[config.mk]
export PLATFORM = sky130hd
export DESIGN_NAME = range_filter_packer
export DESIGN_NICKNAME = d
export VERILOG_FILES = /design/src/rtl/range_filter_packer.sv
export SDC_FILE = /design/constraint.sdc
export NUM_CORES = 1
export LEC_CHECK = 0
export ABC_AREA = 1
export BUFFER_PORTS_ARGS = -buffer_cell sky130_fd_sc_hd__buf_2
export CORE_AREA = 2 2 199 152
export DETAILED_ROUTE_END_ITERATION = 7
export DIE_AREA = 0 0 201 154
export PLACE_DENSITY_LB_ADDON = 0.25
export SKIP_LAST_GASP = 1
export SLEW_MARGIN = 5
export SYNTH_ARGS = -nofsm -noshare
export SYNTH_HDL_FRONTEND = slang
export SYNTH_SLANG_ARGS = --single-unit
[constraint.sdc]
create_clock -name clk -period 4 [get_ports clk]
set_clock_uncertainty 0.1 [all_clocks]
set_input_delay 0.6 -clock clk [delete_from_list [all_inputs] [get_ports clk]]
set_output_delay 0.6 -clock clk [all_outputs]
set_load 0.02 [all_outputs]
[src/rtl/range_filter_packer.sv]
// range_filter_packer
//   Range-filters a scalar element stream and packs LANES consecutive
//   elements into one wide beat with a per-lane keep mask. A beat closes
//   when all lanes are filled or when an element marked last arrives.
//
// Optional feature (compile-time macro):
//   RANGE_FILTER_PACKER_DROP_EMPTY_EN - completed groups whose keep mask is
//   all zero are discarded instead of being emitted.
//
// Ports:
//   clk, rst               clock, synchronous active-high reset
//   in_valid/in_ready      input element handshake
//   in_data, in_last       element and end-of-group marker
//   cfg_lo, cfg_hi         inclusive unsigned keep range
//   out_valid/out_ready    output beat handshake
//   out_data[0:LANES-1]    beat lanes, lane 0 = oldest element
//   out_keep, out_last     per-lane keep mask, beat closed by in_last
//   kept_total             kept elements delivered in accepted beats
module range_filter_packer #(
  parameter int BIT_WIDTH = 32,
  parameter int LANES     = 4
) (
  input  logic                 clk,
  input  logic                 rst,
  input  logic                 in_valid,
  input  logic [BIT_WIDTH-1:0] in_data,
  input  logic                 in_last,
  output logic                 in_ready,
  input  logic [BIT_WIDTH-1:0] cfg_lo,
  input  logic [BIT_WIDTH-1:0] cfg_hi,
  output logic                 out_valid,
  output logic [BIT_WIDTH-1:0] out_data [0:LANES-1],
  output logic [LANES-1:0]     out_keep,
  output logic                 out_last,
  input  logic                 out_ready,
  output logic [31:0]          kept_total
);

  localparam int CNT_W = $clog2(LANES);
  localparam logic [CNT_W-1:0] LAST_IDX = CNT_W'(LANES - 1);

  generate
    if ((LANES < 2) || ((LANES % 2) != 0)) begin : g_bad_lanes
      $fatal(1, "range_filter_packer: LANES must be even and >= 2");
    end
  endgenerate

  // state | meaning
  // FILL  | accepting elements into the assembly buffer
  // DONE  | completed group held, waiting for the output slot
  typedef enum logic {FILL = 1'b0, DONE = 1'b1} state_t;

  state_t               state_q;
  logic [CNT_W-1:0]     fill_cnt_q;
  logic [BIT_WIDTH-1:0] buf_data_q [0:LANES-1];
  logic [LANES-1:0]     buf_keep_q;
  logic                 held_last_q;

  logic                 out_valid_q;
  logic [BIT_WIDTH-1:0] out_data_q [0:LANES-1];
  logic [LANES-1:0]     out_keep_q;
  logic                 out_last_q;
  logic [31:0]          kept_total_q;

  logic                 accept;
  logic                 elem_keep;
  logic                 complete;
  logic                 slot_free;
  logic                 xfer;
  logic                 drop_grp;
  logic [BIT_WIDTH-1:0] grp_data_d [0:LANES-1];
  logic [LANES-1:0]     grp_keep_d;
  logic                 grp_last_d;

  function automatic logic [31:0] popcount(input logic [LANES-1:0] v);
    logic [31:0] n;
    n = '0;
    for (int i = 0; i < LANES; i++) begin
      n = n + {31'd0, v[i]};
    end
    return n;
  endfunction

  assign in_ready  = (state_q == FILL);
  assign accept    = in_valid && in_ready;
  assign elem_keep = (cfg_lo <= in_data) && (in_data <= cfg_hi);
  assign complete  = accept && ((fill_cnt_q == LAST_IDX) || in_last);
  assign slot_free = !out_valid_q || out_ready;
  assign xfer      = out_valid_q && out_ready;

  // The group that would be loaded this cycle: in FILL it is the buffer with
  // the incoming element merged into its lane; in DONE it is the held buffer.
  // Lanes above the fill point are already zero because the buffer is cleared
  // whenever a group leaves it.
  always_comb begin
    grp_data_d = buf_data_q;
    grp_keep_d = buf_keep_q;
    grp_last_d = held_last_q;
    if (state_q == FILL) begin
      grp_data_d[fill_cnt_q] = in_data;
      grp_keep_d[fill_cnt_q] = elem_keep;
      grp_last_d             = in_last;
    end
  end

`ifdef RANGE_FILTER_PACKER_DROP_EMPTY_EN
  assign drop_grp = (grp_keep_d == '0);
`else
  assign drop_grp = 1'b0;
`endif

  always_ff @(posedge clk) begin
    if (rst) begin
      state_q      <= FILL;
      fill_cnt_q   <= '0;
      buf_keep_q   <= '0;
      held_last_q  <= 1'b0;
      out_valid_q  <= 1'b0;
      out_keep_q   <= '0;
      out_last_q   <= 1'b0;
      kept_total_q <= '0;
      for (int i = 0; i < LANES; i++) begin
        buf_data_q[i] <= '0;
        out_data_q[i] <= '0;
      end
    end else begin
      if (xfer) begin
        kept_total_q <= kept_total_q + popcount(out_keep_q);
        out_valid_q  <= 1'b0;
      end

      case (state_q)
        FILL: begin
          if (complete) begin
            fill_cnt_q <= '0;
            if (drop_grp || slot_free) begin
              // Group leaves the buffer now (loaded or discarded).
              buf_keep_q <= '0;
              for (int i = 0; i < LANES; i++) begin
                buf_data_q[i] <= '0;
              end
              if (!drop_grp) begin
                out_valid_q <= 1'b1;
                out_data_q  <= grp_data_d;
                out_keep_q  <= grp_keep_d;
                out_last_q  <= grp_last_d;
              end
            end else begin
              buf_data_q  <= grp_data_d;
              buf_keep_q  <= grp_keep_d;
              held_last_q <= in_last;
              state_q     <= DONE;
            end
          end else if (accept) begin
            buf_data_q[fill_cnt_q] <= in_data;
            buf_keep_q[fill_cnt_q] <= elem_keep;
            fill_cnt_q             <= fill_cnt_q + CNT_W'(1);
          end
        end

        DONE: begin
          if (drop_grp || slot_free) begin
            buf_keep_q  <= '0;
            held_last_q <= 1'b0;
            for (int i = 0; i < LANES; i++) begin
              buf_data_q[i] <= '0;
            end
            if (!drop_grp) begin
              out_valid_q <= 1'b1;
              out_data_q  <= grp_data_d;
              out_keep_q  <= grp_keep_d;
              out_last_q  <= grp_last_d;
            end
            state_q <= FILL;
          end
        end

        default: state_q <= FILL;
      endcase
    end
  end

  assign out_valid  = out_valid_q;
  assign out_data   = out_data_q;
  assign out_keep   = out_keep_q;
  assign out_last   = out_last_q;
  assign kept_total = kept_total_q;

endmodule

---- Yosys cells after proc, flatten, opt, wreduce, memory -nomap -nowiden ----
Index checks and enable logic that the tools add are counted.
operators by class
  add/subtract/negate cells ............... 5
  order comparisons ....................... 6
  eq/ne operators ......................... 5
  mux-type cells .......................... 41
  bitwise operators ....................... 2
  reductions and logical operators ........ 13
operators with widths
  kind                                                   number
  two-way mux 128 bit                                    7
  case mux 128 bit (2 select lines)                      2
  bitwise mux 128 bit                                    1
  demux 32 bit (select 2 bit)                            1
  <= comparator 32 bit                                   2
  adder 32 x 4 -> 32 bit                                 1
  two-way mux 32 bit                                     1
  two-way mux 4 bit                                      7
  case mux 4 bit (2 select lines)                        2
  two-way mux 1 bit                                      12
  case mux 1 bit (2 select lines)                        4
  logical AND 1 bit                                      6
  adder 3 x 1 -> 4 bit                                   1
  bitwise mux 4 bit                                      1
  two-way mux 2 bit                                      2
  inequality test 2 x 1 -> 1 bit, second input constant  2
  AND reduction 2 bit                                    2
  adder 2 x 1 -> 3 bit                                   1
  >= comparator 3 bit, second input constant             1
  < comparator 2 x 3 -> 1 bit, second input constant     1
  < comparator 3 x 1 -> 1 bit, second input constant     1
  inequality test 3 x 1 -> 1 bit, second input constant  1
  NOT 2 -> 3 bit                                         1
  AND reduction 3 bit                                    1
  other kinds (10)                                       11
word-level totals
  register bits ........................... 302
  input bits .............................. 101
  output and inout bits ................... 167

---- Longest topological paths before layout ----
  depth after elaboration ................. 10
  mapped depth ............................ 20
  mapped depth without buffers ............ 20

---- Worst setup path after synthesis ----
Ideal clock, no wire load.
  path kind ............................... reg-to-reg
  start point ............................. register out_keep_q[0] (netlist: out_keep[0])
  end point ............................... register kept_total_q[28] (netlist: kept_total[28])
  arrival ................................. 2740 ps
  path slack .............................. 1033 ps
  cell stages (with the launch flop) ...... 16
  clock period less this slack ............ 2967 ps
  cells stage by stage .................... dfxtp_1 -> fa_1 -> fa_1 -> inv_1 -> fa_1 -> nor3_2 -> nand2_1 -> nor2_2 -> nand2_2 -> nor2_4 -> nand2_2 -> nor2_2 -> nand3_2 -> nor2_1 -> xor2_1 -> nor2_1
between the ends
  longest elaborated chain between the ends .. 4
RTL lines
  element                 RTL line  text
  start, declared         61        logic [LANES-1:0] out_keep_q;
  start signal, assigned  145       out_keep_q <= grp_keep_d;
  start signal, assigned  171       out_keep_q <= grp_keep_d;
  adder 1 x 1 -> 2 bit    79        n = n + {31'd0, v[i]};
  adder 2 x 1 -> 3 bit    79
  adder 3 x 1 -> 4 bit    79
  adder 32 x 4 -> 32 bit  128       kept_total_q <= kept_total_q + popcount(out_keep_q);
  end signal, assigned    128
  end, declared           63        logic [31:0] kept_total_q;
Every way passes these cells.
A chain may end at the register's enable or synchronous reset.

---- Worst setup path in the final report ----
Ends and elaborated chain as after synthesis.

==> flow_metrics.py <==
metrics = {
    "status": {
        "outcome": "finished clean",
    },
    "die": {
        "dieArea_sq_mm": 0.0310,
        "start_util_pct": 57.7,
        "fp.coreArea_sq_mm": 0.0289,
        "fp.dieW_um": 201,
        "num_io_pins": 268,
        "num_rows": 54,
        "die_h_um": 154,
    },
    "logic_synthesis": {
        "ys_top_cells_by_area": "dfxtp_1 36%, nand2_1 17%, o21ai_0 14%",
        "yosysWarnings": 0,
        "synthMuxAreaShare_pct": 0,
        "synth-adder-area-share_pct": 5.54,
        "synth_top_family_by_area": "compound AO/OA/AOI/OAI gates",
        "synth_xor_area_share_pct": 0.421,
        "synth.avg_cell_area_sq_um": 6.46,
        "synth.distinct_cells": 37,
        "synth_top_area_share_pct": 36.3,
        "synth_compound_area_share_pct": 26.1,
        "synth_top_area_cell": "dfxtp_1",
        "synth_most_common_cell": "nand2_1",
        "synthSimpleGateAreaFrac_pct": 21.8,
        "ys_seq_area_share_pct": 36.3,
        "ys_top_cells_by_count": "772 x nand2_1, 471 x o21ai_0, 314 x a21oi_1",
        "synthArstFlopShare_pct": 0,
        "syn-num-nets": 2750,
        "synth-seq-cells": 302,
        "ys.flop_type": "dfxtp_1",
        "synth_edf_count": 0,
        "syn-cell-area_sq_mm": 0.0167,
        "postSynthCellCount": 2577,
    },
    "global_routing": {
        "grt_usage_pct": 35.7,
        "grt_pass1_vias": 16700,
        "grt_overflow": 0,
        "grt_pass1_wl_um": 89200,
        "antenna_found_initial": 3,
        "grt_max_degree": 260,
    },
    "clock_tree": {
        "htree_levels": 1,
        "clk_path_buf_depth": 3,
        "clk_pin_slew_ps": 60,
        "clock_sinks": 302,
        "numCtsBuffers": 31,
        "cts_tree": "done",
        "cts_hold_buf": 0,
        "clk_latency_ps": 590,
        "post-cts-setup-buffers": 0,
        "clock_tree.root_cell": "clkbuf_16",
        "ctsResizeCount": 0,
    },
    "sta": {
        "setup_violations": 0,
        "report.final.slew_viol_count": 0,
        "min_period_ps": 3230,
        "period_share_pct": 80.8,
        "slew_headroom_pct": 32.8,
        "rsz0062_at_grt": "false",
        "fmax_mhz": 309,
        "hold_viol_final": 0,
        "setup_tns_ps": 0,
        "worst_pin_slew_ps": 1010,
        "hold_ws_ps": 213,
    },
    "worst_setup_path": {
        "worstSetupPathType": "flop to flop",
        "worstPathRequired_ps": 4340,
        "cp-end-kind": "flop",
        "arrival_ps": 3570,
        "cp_max_fo": 3,
        "startpoint_type": "flop",
    },
    "place": {
        "placed_cell_area_sq_mm": 0.0181,
        "hpwl_um": 36800,
        "port_buffers": 267,
        "gp_congestion": 0.945,
    },
    "detailed_routing": {
        "vias": 18100,
        "wire_per_inst_um": 18.0,
        "drt_pass1_iterations": 6,
        "drc": 0,
        "dr.first_iter.drc_count": 1689,
        "viasPerCell": 5.76,
        "drt_wl_total_um": 56600,
        "ant_nets": 0,
    },
    "run": {
        "maxCapViolCount": 0,
    },
    "pwr": {
        "total_power_mw": 7.46,
        "ir_drop_mv": 0.360,
        "leakage_nw": 7.61,
        "p_per_area_mw_per_mm2": 389,
    },
    "final_layout": {
        "stdcell_area_sq_mm": 0.0192,
        "area_delta_synth_final_pct": 15.1,
        "multi_input_area_sq_mm": 0.00900,
        "fin_nets": 2896,
        "seq_area_sq_mm": 0.00605,
        "layout-drive-gt1-share_pct": 14.1,
        "n_fill_cell": 2596,
    },
    "worst_hold_path": {
        "hold_class": "primary input to flop",
    },
}
-- path summary, 6_finish.rpt --
check	cells past startpoint	endpoint	slack, ps	startpoint
max	15	kept_total[28]	770	out_keep[0]
max reg2reg	15	kept_total[28]	770	out_keep[0]
min	3	out_last	210	in_last
min reg2reg	2	buf_data_q[44]	360	buf_data_q[44]
-- state kept, by name (all words and copies together) (netlist names) --
register,cells
buf_data_q,128
out_data,128
kept_total,32
buf_keep_q,4
out_keep,4
fill_cnt_q,2
held_last_q,1
out_last,1
out_valid,1
state_q,1
-- logic make-up after synthesis --
| kind of cell | after synthesis |
|---|---|
| AO/OA/AOI/OAI | 862 |
| XOR/XNOR | 8 |
| adder cells (fa/ha/maj) | 72 |
| buffers and inverters | 423 |
| flip-flops | 302 |
| AND/OR/NAND/NOR | 910 |
-- area by class of cell --
class | instances | share of cell area [%]
diodes | 4 | 0.0522
clock buffers | 46 | 4.97
clock inverters | 11 | 0.770
inverters | 247 | 4.90
multi-input cells | 1852 | 46.9
flip-flops and latches | 302 | 31.6
well taps | 392 | 2.56
repair buffers | 289 | 8.26
-- power by group --
part / leakage [nW] / internal (mW) / switching [mW]
Sequential: 2.46 / 3.14 / 0.0724
Clock: 0.548 / 1.84 / 1.28
Combinational: 4.60 / 0.331 / 0.798
-- layout by cell type (no fill, tap or decap), types with 5 or more instances in the layout --
cell       Yosys  final
nor3_2         5      5
buf_4          1     16
buf_2         34    266
clkbuf_8       0     12
nor2_1        54     54
nor3_1        19     19
o21ai_0      471    471
clkbuf_16      0     31
buf_12         0      6
inv_1        239    238
o21ai_1       64     64
nand4_1       11     11
dfxtp_1      302    301
a21oi_1      314    314
xor2_1         8      8
nand2_2        5      5
clkinv_2       1      7
nand3_1       21     21
o21a_1         6      6
nand2_1      772    772
nor2_2         8      7
ha_1          69     65
-- worst max-delay path, cell delays in order, from the launching register on --
cell,delay [ps]
dfxtp_1,330
fa_1,560
fa_1,200
inv_1,60
fa_1,420
nor3_2,260
nand2_1,150
nor2_2,140
nand2_2,90
nor2_4,110
nand2_2,90
nor2_2,130
nand3_2,100
nor2_1,130
xor2_1,150
nor2_1,50
-- layer usage --
layer | part of all wire (%) | track usage, %
met1 | 41 | 48.7
met2 | 44 | 55.2
met3 | 10 | 5.68
met4 | 5.0 | 17.4
met5 | 0 | 0
-- through the flow --
stage	utilization, %	cells	setup slack, ps
after CTS	66.4	3139	774
after global routing	66.4	3142	483
final	66.4	3143	768
after global placement	62.6	3082	934
after detailed placement	62.6	3082	858
after floorplan	-	2577	1030
No activity file was read; power rests on OpenSTA's default activity.
